### config.mk
export PLATFORM = sky130hd
export DESIGN_NAME = demux_unit
export DESIGN_NICKNAME = d
export VERILOG_FILES = /design/src/rtl/demux_unit.sv
export SDC_FILE = /design/constraint.sdc
export NUM_CORES = 1
export LEC_CHECK = 0
export ABC_CLOCK_PERIOD_IN_PS = 2600
export CAP_MARGIN = 10
export CELL_PAD_IN_SITES_DETAIL_PLACEMENT = 1
export CELL_PAD_IN_SITES_GLOBAL_PLACEMENT = 1
export CORE_UTILIZATION = 38
export DETAILED_ROUTE_END_ITERATION = 6
export PLACE_DENSITY = 0.83
export SLEW_MARGIN = 20
export SYNTH_ARGS = -nofsm -noshare
export SYNTH_HDL_FRONTEND = slang
export SYNTH_SLANG_ARGS = --single-unit
### constraint.sdc
create_clock -name clk -period 2.6 [get_ports clk]
set_input_delay 0.78 -clock clk [delete_from_list [all_inputs] [get_ports clk]]
set_output_delay 0.78 -clock clk [all_outputs]
set_load 0.02 [all_outputs]
### src/rtl/demux_unit.sv
// Two-lane demux: each lane stages one beat, then writes it into one of four banks. Lane 0 wins bank conflicts. Optional DEMUX_CONST_CHECK_EN adds a constant check on drains.
// Latency: 2 cycles from input presentation to bank output, plus 1 cycle for each cycle lane 1 is blocked.
// Backpressure: ready = stage empty or draining this cycle, so ready_0 is always 1. ready_1 drops only while lane 1 is blocked by lane 0.
module demux_unit (
    input  logic       clk,
    input  logic       rst,
    input  logic       clear,
    input  logic [1:0] sel_0,
    input  logic [1:0] sel_1,
    input  logic [7:0] in_0,
    input  logic [7:0] in_1,
    input  logic       valid_0,
    input  logic       valid_1,
    output logic       ready_0,
    output logic       ready_1,
    output logic [7:0] bank_0,
    output logic [7:0] bank_1,
    output logic [7:0] bank_2,
    output logic [7:0] bank_3,
    output logic [3:0] filled,
    output logic [7:0] conflicts,
    output logic       mismatch
);

    logic       r_stg_full_0;
    logic       r_stg_full_1;
    logic [1:0] r_stg_sel_0;
    logic [1:0] r_stg_sel_1;
    logic [7:0] r_stg_data_0;
    logic [7:0] r_stg_data_1;
    logic [7:0] r_bank [4];
    logic [3:0] r_filled;
    logic [7:0] r_conflicts;

    logic w_blocked_1;
    logic w_drain_0;
    logic w_drain_1;
    logic w_hs_0;
    logic w_hs_1;

    assign w_blocked_1 = r_stg_full_0 && r_stg_full_1 && (r_stg_sel_0 == r_stg_sel_1);
    assign w_drain_0   = r_stg_full_0;
    assign w_drain_1   = r_stg_full_1 && !w_blocked_1;

    assign ready_0 = !r_stg_full_0 || w_drain_0;
    assign ready_1 = !r_stg_full_1 || w_drain_1;

    // Reset outranks a handshake presented in the same cycle.
    assign w_hs_0 = valid_0 && ready_0 && !rst;
    assign w_hs_1 = valid_1 && ready_1 && !rst;

    always_ff @(posedge clk) begin
        if (rst) begin
            r_stg_full_0 <= 1'b0;
            r_stg_sel_0  <= 2'd0;
            r_stg_data_0 <= 8'd0;
        end else if (w_hs_0) begin
            r_stg_full_0 <= 1'b1;
            r_stg_sel_0  <= sel_0;
            r_stg_data_0 <= in_0;
        end else if (w_drain_0) begin
            r_stg_full_0 <= 1'b0;
        end
    end

    always_ff @(posedge clk) begin
        if (rst) begin
            r_stg_full_1 <= 1'b0;
            r_stg_sel_1  <= 2'd0;
            r_stg_data_1 <= 8'd0;
        end else if (w_hs_1) begin
            r_stg_full_1 <= 1'b1;
            r_stg_sel_1  <= sel_1;
            r_stg_data_1 <= in_1;
        end else if (w_drain_1) begin
            r_stg_full_1 <= 1'b0;
        end
    end

    // Both lanes never drain into the same bank in one cycle. A drain in a clear cycle overrides the clear.
    always_ff @(posedge clk) begin
        if (rst) begin
            for (int k = 0; k < 4; k++) r_bank[k] <= 8'd0;
            r_filled <= 4'd0;
        end else begin
            if (clear) begin
                for (int k = 0; k < 4; k++) r_bank[k] <= 8'd0;
                r_filled <= 4'd0;
            end
            if (w_drain_0) begin
                r_bank[r_stg_sel_0]   <= r_stg_data_0;
                r_filled[r_stg_sel_0] <= 1'b1;
            end
            if (w_drain_1) begin
                r_bank[r_stg_sel_1]   <= r_stg_data_1;
                r_filled[r_stg_sel_1] <= 1'b1;
            end
        end
    end

    always_ff @(posedge clk) begin
        if (rst || clear) begin
            r_conflicts <= 8'd0;
        end else if (w_blocked_1 && (r_conflicts != 8'hFF)) begin
            r_conflicts <= r_conflicts + 8'd1;
        end
    end

`ifdef DEMUX_CONST_CHECK_EN
    logic w_bad_0;
    logic w_bad_1;
    logic r_mismatch;

    // Lane 0 expects the bank number in the data. Lane 1 expects the bank number plus 3. Bank 0 is not checked.
    assign w_bad_0 = w_drain_0 && (r_stg_sel_0 != 2'd0) && (r_stg_data_0 != {6'd0, r_stg_sel_0});
    assign w_bad_1 = w_drain_1 && (r_stg_sel_1 != 2'd0) && (r_stg_data_1 != ({6'd0, r_stg_sel_1} + 8'd3));

    always_ff @(posedge clk) begin
        if (rst) begin
            r_mismatch <= 1'b0;
        end else if (w_bad_0 || w_bad_1) begin
            r_mismatch <= 1'b1;
        end else if (clear) begin
            r_mismatch <= 1'b0;
        end
    end

    assign mismatch = r_mismatch;
`else
    assign mismatch = 1'b0;
`endif

    assign bank_0    = r_bank[0];
    assign bank_1    = r_bank[1];
    assign bank_2    = r_bank[2];
    assign bank_3    = r_bank[3];
    assign filled    = r_filled;
    assign conflicts = r_conflicts;

endmodule

==> summary.md, run 1 <==
| Metric | Value |
|---|---|
| Status | `finished clean` |
| First-pass GRT wire length | `12,500 µm` |
| Core ar. | `about 0.0069 mm²` |
| Final Skew | `just under 0.009 ns` |
| Hpwl dp | `5870 µm` |
| Non-Filler Instances | `slightly above 400` |
| Final ANT Viol Nets | `0` |
| Drt pass-1 iters | `4` |
| Async S/R FF share, synth | `0` |
| Worst-path fanout max | `9` |
| Vias in the first global route | `about 2.4k` |
| Ant. Diodes | `0` |
| Setup bufs post-CTS | `0` |
| Nets | `between 300 and 400` |
| F_max | `0.412 GHz` |
| Total Routing Usage GR | `0.227` |
| Sequential share of the synthesized area | `0.593` |
| Synth Flop Type | `dfxtp_1` |
| Mux contribution to synthesized area | `0.0362` |
| Mapped Area | `between 0.002 and 0.003 mm²` |
| Post-Synth XOR/XNOR Area | `0.00633` |
| Fraction of layout cells with a size suffix above 1 | `0.129` |
| Crit Path Category | `input pin to register` |
| Largest net degree at the start of global routing | `23` |
| Sink Count | `66` |
| Yosys reg bits | `66` |
| # rows | `30` |
| Worst Hold Class | `register to register` |
| Post-synth EDFFs | `32` |
| Max cap viols | `0` |
| Final Cell Area | `between 0.003 and 0.004 mm²` |
| Hold-fix buffers at CTS | `0` |
| Setup violators final | `0` |
| RSZ-0062 raised after global routing | `no` |
| Tcrit/Tclk final | `0.933` |
| Max H-tree Level | `3` |
| Main combinational cell family by area after synthesis | `compound AO/OA/AOI/OAI gates` |
| Leakage | `around 0.0015 µW` |
| Grt ovf | `0` |
| CP arrival | `between 2 and 3 ns` |
| Synth cell types | `between 40 and 50` |
| Fill cell count | `774` |
| Min cycle time layout | `around 2.4 ns` |
| Sequential share of power | `0.506` |
| Worst-margin pin slew | `roughly 1.2 ns` |
| Die Area | `approximately 0.0076 mm²` |
| Area leader, netlist | `edfxtp_1` |
| I/O pins | `72` |
| CP Data Required Time | `2.81 ns` |
| Pwr Density | `612 mW/mm²` |
| Crit Reg-Reg Startpoint | `r_stg_sel_1[0]` |
| FF-to-FF path depth | `5` |
| Setup crit start kind | `input pin` |
| Routed length per instance | `around 20 µm` |
| Hold Path Stages | `1` |
| Max Slew Vio Count | `0` |
| Syn Area/Cell | `11.7 µm²` |
| Clock transition at path regs | `roughly 0.070 ns` |
| Hold EP | `filled[3]` |
| Area added between synthesis and finish | `38.7%` |
| Most common cell after layout, fill and taps aside | `clkdlybuf4s50_1` |
| Vias | `about 2.3k` |
| Worst hold path startpoint | `filled[3]` |
| Post-DP Area | `between 0.003 and 0.004 mm²` |
| Highest-count cells in the layout ignoring fill and taps | `68 x clkdlybuf4s50_1, 32 x a22o_1, 32 x edfxtp_1, 31 x dfxtp_1, 18 x nor2_1` |
| Cell count after placement | `roughly 400` |
| Reg2Reg Capture Point | `r_bank[2][0]` |
| Sw frac | `0.243` |
| Post-synthesis simple-gate area fraction | `0.139` |
| Clk pwr share | `0.386` |
| Final hold violation count | `0` |
| Worst skew pair latency | `0.35 ns` |
| Cells after Synth | `between 200 and 250` |
| Die Width | `a little under 90 µm` |
| Initial detailed-routing violation count | `110` |
| Bufs on Longest Clock Path | `2` |
| PortBufs | `between 60 and 70` |
| Cell internal pwr | `around 1800 µW` |
| Root Buffer | `clkbuf_8` |
| Dominant cells by area after synthesis | `edfxtp_1 35%, dfxtp_1 25%, a22o_1 10%, mux2i_1 3.6%, a21oi_1 2.7%` |
| Final wirelength | `between 8000 and 9000 µm` |
| Die Y | `between 80 and 90 µm` |
| Initial antenna violation count | `0` |
| Top cell type's share of synthesized area | `0.347` |
| Combinational Power Share | `0.109` |
| CP endpoint kind | `register` |
| Cts bufs inserted | `9` |
| Adder and majority gate portion of the synthesized area | `0.00452` |
| Routability Congestion | `slightly below 0.8` |
| Worst R2R Setup Slack | `around 0.56 ns` |
| Post-synthesis compound-gate area fraction | `0.188` |
| Normalized max-slew margin | `0.227` |
| Ys Warns | `0` |
| DRC violations left | `0` |
| Syn nets | `262` |
| Sw Pwr | `roughly 570 µW` |
| Peak supply drop | `226 µV` |
| CTS tree | `built` |
| Initial Util | `0.401` |
| Via-per-instance ratio | `around 5.6` |
-- how the worst max path moves through the flow --
stage	cells past startpoint	slack, ns	to	startpoint
6_report	4	0.17	r_bank[0][4]	rst
5_1_grt	5	0.13	r_bank[1][7]	rst
4_1_cts	4	0.02	ready_1	r_stg_sel_1[1]
3_5_place_dp	4	-0.18	r_bank[2][2]	rst
3_3_place_gp	4	-0.02	r_bank[0][6]	rst
2_1_floorplan	3	0.28	r_bank[2][0]	rst
-- per-layer routing --
| layer | share of wire | GRT usage |
|---|---|---|
| met1 | 0.40 | 0.266 |
| met2 | 0.50 | 0.384 |
| met3 | 0.052 | 0.0360 |
| met4 | 0.041 | 0.148 |
| met5 | 0 | 0 |
-- what timing repair did --
action	in CTS	in global routing
endpoints found under the setup margin	1	1
cloned	0	0
gates resized for setup	3	3
-- power by group through the flow --
stage               clock network (µW)  logic, µW  registers [µW]
floorplan                            0       92.0            1230
global placement                     0        244            1200
detailed placement                   0        253            1210
CTS                                910        257            1190
global route                       954        273            1190
finish                             906        255            1190
-- state kept, by name, summed over array words and instances (netlist names) --
register	cells
r_stg_data_0	8
conflicts	8
r_stg_sel_1	2
r_stg_full_1	1
r_stg_sel_0	2
filled	4
r_stg_full_0	1
r_stg_data_1	8
r_bank	32
-- cell type report --
type	count	area, µm²	share of cell area
sequential	66	1650	0.428
multi-input combinational	153	1060	0.276
timing repair buffer	81	783	0.204
clock buffer	14	205	0.0534
tap	96	120	0.0313
clock inverter	2	13.8	0.00358
inverter	3	11.3	0.00293
-- cells by family (layout without fill, tap and decap cells) --
kind of cell / after synthesis / count (layout)
AO/OA/AOI/OAI: 67 / 67
other: 2 / 2
adder cells (fa/ha/maj): 1 / 1
buffers and inverters: 17 / 100
multiplexers: 10 / 10
flip-flops: 66 / 66
XOR/XNOR: 2 / 2
AND/OR/NAND/NOR: 71 / 71
-- per-stage QoR --
| step | worst slack, ns | TNS, ns | hold slack (ns) | power (µW) | utilization |
|---|---|---|---|---|---|
| floorplan | 0.281 | 0 | 0.474 | 1320 | - |
| global placement | -0.0194 | -0.0194 | 0.463 | 1450 | 0.520 |
| detailed placement | -0.180 | -2.34 | 0.459 | 1460 | 0.520 |
| CTS | 0.0201 | 0 | 0.484 | 2350 | 0.555 |
| global route | 0.126 | 0 | 0.517 | 2420 | 0.556 |
| finish | 0.174 | 0 | 0.492 | 2350 | 0.556 |
-- synth_stat cells, types with 4 or more instances --
cell,count
nor2_1,18
clkbuf_1,6
mux2i_1,10
nand2_1,16
edfxtp_1,32
a21oi_1,15
nor3_1,4
a22o_1,32
nand3_1,13
a211o_1,5
dfxtp_1,34
-- critical path, cell delays in order --
cell and delay [ns]:
clkdlybuf4s50_1 0.43, nand2b_1 0.22, nor3_1 0.90, a22o_1 0.30
Note: power is estimated with default switching activity, not from simulation.
==> run 2, diff against run 1 <==
--- a/config.mk
+++ b/config.mk
@@ -9,9 +9,11 @@
 export CAP_MARGIN = 10
 export CELL_PAD_IN_SITES_DETAIL_PLACEMENT = 1
 export CELL_PAD_IN_SITES_GLOBAL_PLACEMENT = 1
-export CORE_UTILIZATION = 38
+export CORE_MARGIN = 2
+export CORE_UTILIZATION = 39
+export CTS_BUF_LIST = sky130_fd_sc_hd__clkbuf_2 sky130_fd_sc_hd__clkbuf_4 sky130_fd_sc_hd__clkbuf_8
 export DETAILED_ROUTE_END_ITERATION = 6
-export PLACE_DENSITY = 0.83
+export PLACE_DENSITY = 0.84
 export SLEW_MARGIN = 20
 export SYNTH_ARGS = -nofsm -noshare
 export SYNTH_HDL_FRONTEND = slang
==> summary.md, run 2 (synthesis gave the netlist of run 1 again) <==
| Metric | Value |
|---|---|
| Final Skew | `0.00597 ns (-0.00293 ns)` |
| Leakage | `0.00145 µW (about the same)` |
| First-pass GRT wire length | `11,700 µm (-6.3%)` |
| Clk pwr share | `0.402 (+0.016)` |
| Peak supply drop | `321 µV (+42%)` |
| Vias in the first global route | `2,227 (-5.6%)` |
| Setup violators final | `0 (unchanged)` |
| Most common cell after layout, fill and taps aside | `clkdlybuf4s50_1` |
| Crit Path Category | `register to output port` |
| Hpwl dp | `5400 µm (-8.0%)` |
| Sequential share of power | `0.494 (-0.012)` |
| Vias | `2,275 (-1.6%)` |
| CP Data Required Time | `1.82 ns (-0.99 ns)` |
| Root Buffer | `clkbuf_8` |
| Sink Count | `66 (unchanged)` |
| Total Routing Usage GR | `0.201 (-0.0258)` |
| Worst Hold Class | `register to register` |
| Normalized max-slew margin | `0.303 (+0.0758)` |
| Initial Util | `0.405 (+0.00440)` |
| Bufs on Longest Clock Path | `2 (unchanged)` |
| Crit Reg-Reg Startpoint | `r_stg_sel_1[0]` |
| Grt ovf | `0 (unchanged)` |
| Final wirelength | `7480 µm (-7.8%)` |
| Top reg by flops | `r_bank` |
| Area added between synthesis and finish | `39.1%` |
| RSZ-0062 raised after global routing | `no` |
| Tcrit/Tclk final | `0.972 (+0.0389)` |
| Highest-count cells in the layout ignoring fill and taps | `69 x clkdlybuf4s50_1, 32 x a22o_1, 32 x edfxtp_1, 30 x dfxtp_1, 18 x nor2_1` |
| CP endpoint kind | `output port` |
| Cts bufs inserted | `9 (unchanged)` |
| Nets | `340 (unchanged)` |
| Pwr Density | `625 mW/mm² (+2.1%)` |
| Hold Path Stages | `1 (unchanged)` |
| CTS tree | `built` |
| Routability Congestion | `0.792 (+1.4%)` |
| Max H-tree Level | `3 (unchanged)` |
| Worst-path fanout max | `6 (-3)` |
| Worst hold path startpoint | `filled[0]` |
| Die Y | `88.2 µm (+1.0%)` |
| Drt pass-1 iters | `4 (unchanged)` |
| Worst R2R Setup Slack | `0.54 ns (-0.02 ns)` |
| Hold-fix buffers at CTS | `0 (unchanged)` |
| CP arrival | `1.75 ns (-0.88 ns)` |
| Min cycle time layout | `2.53 ns (+0.101 ns)` |
| Sw frac | `0.240 (-0.00360)` |
| Cell internal pwr | `1830 µW (+2.9%)` |
| Worst skew pair latency | `0.34 ns (about the same)` |
| Combinational Power Share | `0.104 (-0.005)` |
| Reg2Reg Capture Point | `r_bank[2][4]` |
| Largest net degree at the start of global routing | `23 (unchanged)` |
| DRC violations left | `0 (unchanged)` |
| Core ar. | `0.00683 mm² (-1.1%)` |
| Fraction of layout cells with a size suffix above 1 | `0.135 (+0.00627)` |
| Hold EP | `filled[0]` |
| # rows | `30 (unchanged)` |
| Pre-CTS WS | `-0.145 ns (+0.0352 ns)` |
| Via-per-instance ratio | `5.48 (-1.6%)` |
| Max Slew Vio Count | `0 (unchanged)` |
| Status | `finished clean` |
| FF-to-FF path depth | `5 (unchanged)` |
| Max cap viols | `0 (unchanged)` |
| Setup crit start kind | `register` |
| F_max | `0.396 GHz (-4.0%)` |
| Die Width | `88.2 µm (+1.0%)` |
| Worst-margin pin slew | `1.04 ns (-0.113 ns)` |
| Ant. Diodes | `0 (unchanged)` |
| Die Area | `0.00779 mm² (+2.1%)` |
| Final hold violation count | `0 (unchanged)` |
| PortBufs | `69 (unchanged)` |
| Routed length per instance | `18.0 µm (-7.8%)` |
| Sw Pwr | `577 µW (+0.86%)` |
| Setup slack after layout | `0.0732 ns (-0.101 ns)` |
| Max reg flops | `32 (unchanged)` |
| Final ANT Viol Nets | `0 (unchanged)` |
| Initial detailed-routing violation count | `178 (+62%)` |
| Initial antenna violation count | `0 (unchanged)` |
| Worst hold slack | `0.477 ns (-0.0150 ns)` |
| Clock transition at path regs | `0.07 ns (about the same)` |
| I/O pins | `72 (unchanged)` |
## run 2: per-stage QoR
stage,power (µW),setup TNS [ns],utilization,cells,area [µm²]
after floorplan,1320,0,-,236,2770
after global placement,1450,0,0.526,399,3590
after detailed placement,1460,-1.33,0.526,399,3590
after CTS,2420,0,0.562,415,3840
after global routing,2500,0,0.564,415,3850
final,2400,0,0.564,415,3850
## run 2: how the worst max path moves through the flow
| stage | startpoint | end | slack (ns) | depth (start not counted) |
|---|---|---|---|---|
| final | r_stg_sel_1[0] | ready_1 | 0.07 | 4 |
| after global routing | r_stg_sel_1[0] | ready_1 | 0.008 | 4 |
| after CTS | r_stg_sel_0[0] | ready_1 | 0.03 | 4 |
| after detailed placement | rst | r_bank[2][7] | -0.15 | 4 |
| after global placement | rst | r_bank[2][4] | 0.007 | 4 |
| after floorplan | rst | r_bank[2][0] | 0.28 | 3 |
## run 2: layout make-up
class                           count  area, µm²
Inverter                            3       11.3
Multi-Input combinational cell    153       1060
Sequential cell                    66       1650
Timing Repair Buffer               81        781
Clock buffer                       10        138
Tap cell                           96        120
Fill cell                         719       2980
Clock inverter                      6       90.1
## run 2: timing repair
item,CTS,global route
gates resized for setup,4,3
endpoints found under the setup margin,1,1
pin swaps,0,1
buffers inserted,0,0
## run 2: power groups by stage
stage	logic, µW	registers [µW]	clock network (µW)
3_3_place_gp	242	1200	0
4_1_cts	252	1190	978
2_1_floorplan	92.0	1230	0
6_report	251	1190	967
3_5_place_dp	250	1210	0
5_1_grt	269	1190	1040
## run 2: routing by layer
layer | vias up | wire length (µm) | share of wire | GRT usage
met2 | 85 | 3790 | 0.51 | 0.329
met1 | 1122 | 3190 | 0.43 | 0.265
met5 | - | 0 | 0 | 0
met3 | 7 | 388 | 0.052 | 0.0299
met4 | 0 | 121 | 0.016 | 0.0909
li1 | 1061 | - | - | -
## run 2: critical path, cell delays in order, from the launching register on
cell and delay [ns]:
dfxtp_2 0.43, xor2_2 0.25, nor3_4 0.06, inv_2 0.07, clkdlybuf4s50_1 0.60
==> run 3, diff against run 2 <==
--- a/config.mk
+++ b/config.mk
@@ -9,12 +9,13 @@
 export CAP_MARGIN = 10
 export CELL_PAD_IN_SITES_DETAIL_PLACEMENT = 1
 export CELL_PAD_IN_SITES_GLOBAL_PLACEMENT = 1
+export CORE_ASPECT_RATIO = 1.1
 export CORE_MARGIN = 2
 export CORE_UTILIZATION = 39
 export CTS_BUF_LIST = sky130_fd_sc_hd__clkbuf_2 sky130_fd_sc_hd__clkbuf_4 sky130_fd_sc_hd__clkbuf_8
 export DETAILED_ROUTE_END_ITERATION = 6
+export HOLD_SLACK_MARGIN = 0.15
 export PLACE_DENSITY = 0.84
-export SLEW_MARGIN = 20
 export SYNTH_ARGS = -nofsm -noshare
 export SYNTH_HDL_FRONTEND = slang
 export SYNTH_SLANG_ARGS = --single-unit
==> summary.md, run 3 (synthesis gave the netlist of run 1 again) <==
| Metric | Value |
|---|---|
| Status | `finished clean` |
| Sequential share of power | `0.497 (+0.003)` |
| Worst hold path startpoint | `filled[3]` |
| Critical-path cell list | `xor2_2, nor3_4, inv_2, clkdlybuf4s50_1` |
| CP max-delay cell | `clkdlybuf4s50_1` |
| Routed length per instance | `19.5 µm (+7.9%)` |
| Final Skew | `0.0135 ns (+0.00757 ns)` |
| Combinational Power Share | `0.108 (+0.004)` |
| Grt ovf | `0 (unchanged)` |
| Root Buffer | `clkbuf_8` |
| Worst-path fanout max | `5 (-1)` |
| WL met2 | `4020 µm (+6.1%)` |
| Largest net degree at the start of global routing | `23 (unchanged)` |
| Via-per-instance ratio | `5.71 (+4.1%)` |
| Top Metal Used | `met4` |
| I/O pins | `72 (unchanged)` |
| Area added between synthesis and finish | `38.6%` |
| Routability Congestion | `0.847 (+6.9%)` |
| Final Cell Area | `0.00384 mm² (-0.36%)` |
| Worst skew pair latency | `0.33 ns (about the same)` |
| Worst-margin pin slew | `1.01 ns (-0.0267 ns)` |
| Hold Path Stages | `1 (unchanged)` |
| Drt pass-1 iters | `4 (unchanged)` |
| Total Routing Usage GR | `0.208 (+0.00671)` |
| Met1 Wirelength | `3350 µm (+5.1%)` |
| Clk pwr share | `0.395 (-0.007)` |
| Normalized max-slew margin | `0.321 (+0.0179)` |
| DRC violations left | `0 (unchanged)` |
| DR WL met3 | `357 µm (-8.0%)` |
| Crit Reg-Reg Startpoint | `r_stg_sel_1[1]` |
| FF-to-FF path depth | `5 (unchanged)` |
| Vias in the first global route | `2,406 (+8.0%)` |
| Setup slack after layout | `0.0692 ns (-0.00392 ns)` |
| Most common cell after layout, fill and taps aside | `clkdlybuf4s50_1` |
| Core ar. | `0.00693 mm² (+1.4%)` |
| Initial antenna violation count | `0 (unchanged)` |
| # rows | `32 (+6.7%)` |
| Post-DP Area | `0.00359 mm² (-0.17%)` |
| Top reg by flops | `r_bank` |
| Tcrit/Tclk final | `0.973 (+0.00151)` |
| Final ANT Viol Nets | `0 (unchanged)` |
| Nets | `342 (+0.59%)` |
| Die Width | `84.3 µm (-4.4%)` |
| CP arrival | `1.75 ns (about the same)` |
| Initial Util | `0.400 (-0.00556)` |
| Max H-tree Level | `3 (unchanged)` |
| Sw Pwr | `562 µW (-2.6%)` |
| Reg2Reg Capture Point | `r_bank[2][3]` |
| PortBufs | `69 (unchanged)` |
| Final hold violation count | `0 (unchanged)` |
| Min cycle time layout | `2.53 ns (+0.00392 ns)` |
| Worst R2R Setup Slack | `0.59 ns (+0.05 ns)` |
| Peak supply drop | `293 µV (-8.8%)` |
| Max stage delay on crit path | `0.60 ns (about the same)` |
| Sw frac | `0.236 (-0.00425)` |
| First-pass GRT wire length | `12,600 µm (+7.9%)` |
| Initial detailed-routing violation count | `170 (-4.5%)` |
| Vias | `2,317 (+1.8%)` |
| Critical path's top delay family | `buffers and inverters` |
| Crit Path Category | `register to output port` |
| Hpwl dp | `5550 µm (+2.8%)` |
| Max cap viols | `0 (unchanged)` |
| Pwr Density | `622 mW/mm² (-0.46%)` |
| RSZ-0062 raised after global routing | `no` |
| Overall power | `2390 µW (-0.81%)` |
| CP endpoint kind | `output port` |
| CTS tree | `built` |
| Ant. Diodes | `0 (unchanged)` |
| Setup crit start kind | `register` |
| Setup violators final | `0 (unchanged)` |
| Sink Count | `66 (unchanged)` |
| Final wirelength | `7900 µm (+5.6%)` |
| Hold-fix buffers at CTS | `0 (unchanged)` |
| CP Data Required Time | `1.82 ns (about the same)` |
| Die Y | `92.4 µm (+4.7%)` |
| Pre-CTS WS | `-0.112 ns (+0.0336 ns)` |
| Highest-count cells in the layout ignoring fill and taps | `69 x clkdlybuf4s50_1, 32 x a22o_1, 32 x dfxtp_1, 32 x edfxtp_1, 18 x nor2_1` |
| Fraction of layout cells with a size suffix above 1 | `0.134 (-0.000840)` |
| Leakage | `0.00147 µW (+0.74%)` |
| Cell internal pwr | `1820 µW (-0.26%)` |
| Buf/Inv on CP | `2 (unchanged)` |
| Worst Hold Class | `register to register` |
| Cts bufs inserted | `9 (unchanged)` |
| Die Area | `0.00779 mm² (about the same)` |
| Max Slew Vio Count | `0 (unchanged)` |
| F_max | `0.395 GHz (-0.15%)` |
| Clock transition at path regs | `0.07 ns (about the same)` |
| Hold EP | `filled[3]` |
| Max reg flops | `32 (unchanged)` |
| Bufs on Longest Clock Path | `2 (unchanged)` |
-- run 3: worst max path at each step --
| stage | cells after the start | to | start |
|---|---|---|---|
| floorplan | 3 | r_bank[2][0] | rst |
| global placement | 4 | r_bank[2][1] | rst |
| detailed placement | 5 | r_bank[1][0] | rst |
| CTS | 4 | ready_1 | r_stg_full_0 |
| global route | 4 | ready_1 | r_stg_sel_1[1] |
| finish | 4 | ready_1 | r_stg_sel_1[1] |
-- run 3: metal layers --
layer / global-route usage / vias up
met4: 0.0927 / 0
met3: 0.0276 / 17
li1: - / 1060
met5: 0 / -
met1: 0.260 / 1164
met2: 0.358 / 76
-- run 3: what timing repair did --
item                                    4_1_cts  5_1_grt
setup buffers                                 0        0
gates resized for setup                       3        2
endpoints found under the setup margin        1        2
pin swaps                                     0        0
-- run 3: layout make-up --
cell class	count	area (µm²)
inverters	3	11.3
fillers	724	3090
clock buffers	11	139
multi-input cells	153	1060
clock inverters	5	78.8
repair buffers	83	796
well taps	85	106
flip-flops and latches	66	1640
-- run 3: through the flow --
stage	std cells	TNS, ns	hold slack (ns)	utilization
2_1_floorplan	236	0	0.474	-
4_1_cts	405	0	0.491	0.552
5_1_grt	406	0	0.511	0.554
3_5_place_dp	389	-1.64	0.467	0.518
3_3_place_gp	389	-0.142	0.473	0.518
6_report	406	0	0.483	0.554
-- run 3: worst reg2reg max path, stage by stage, from the launching register on --
cell and delay [ns]:
dfxtp_1 0.43, xor2_2 0.23, nor3_4 0.08, buf_4 0.18, nor4_2 0.27, a311o_1 0.46
-- run 3: power groups by stage --
stage | clock network [µW] | logic [µW] | registers [µW]
global placement | 0 | 246 | 1200
floorplan | 0 | 92.0 | 1230
CTS | 950 | 258 | 1190
finish | 941 | 258 | 1190
detailed placement | 0 | 254 | 1210
global route | 985 | 275 | 1190
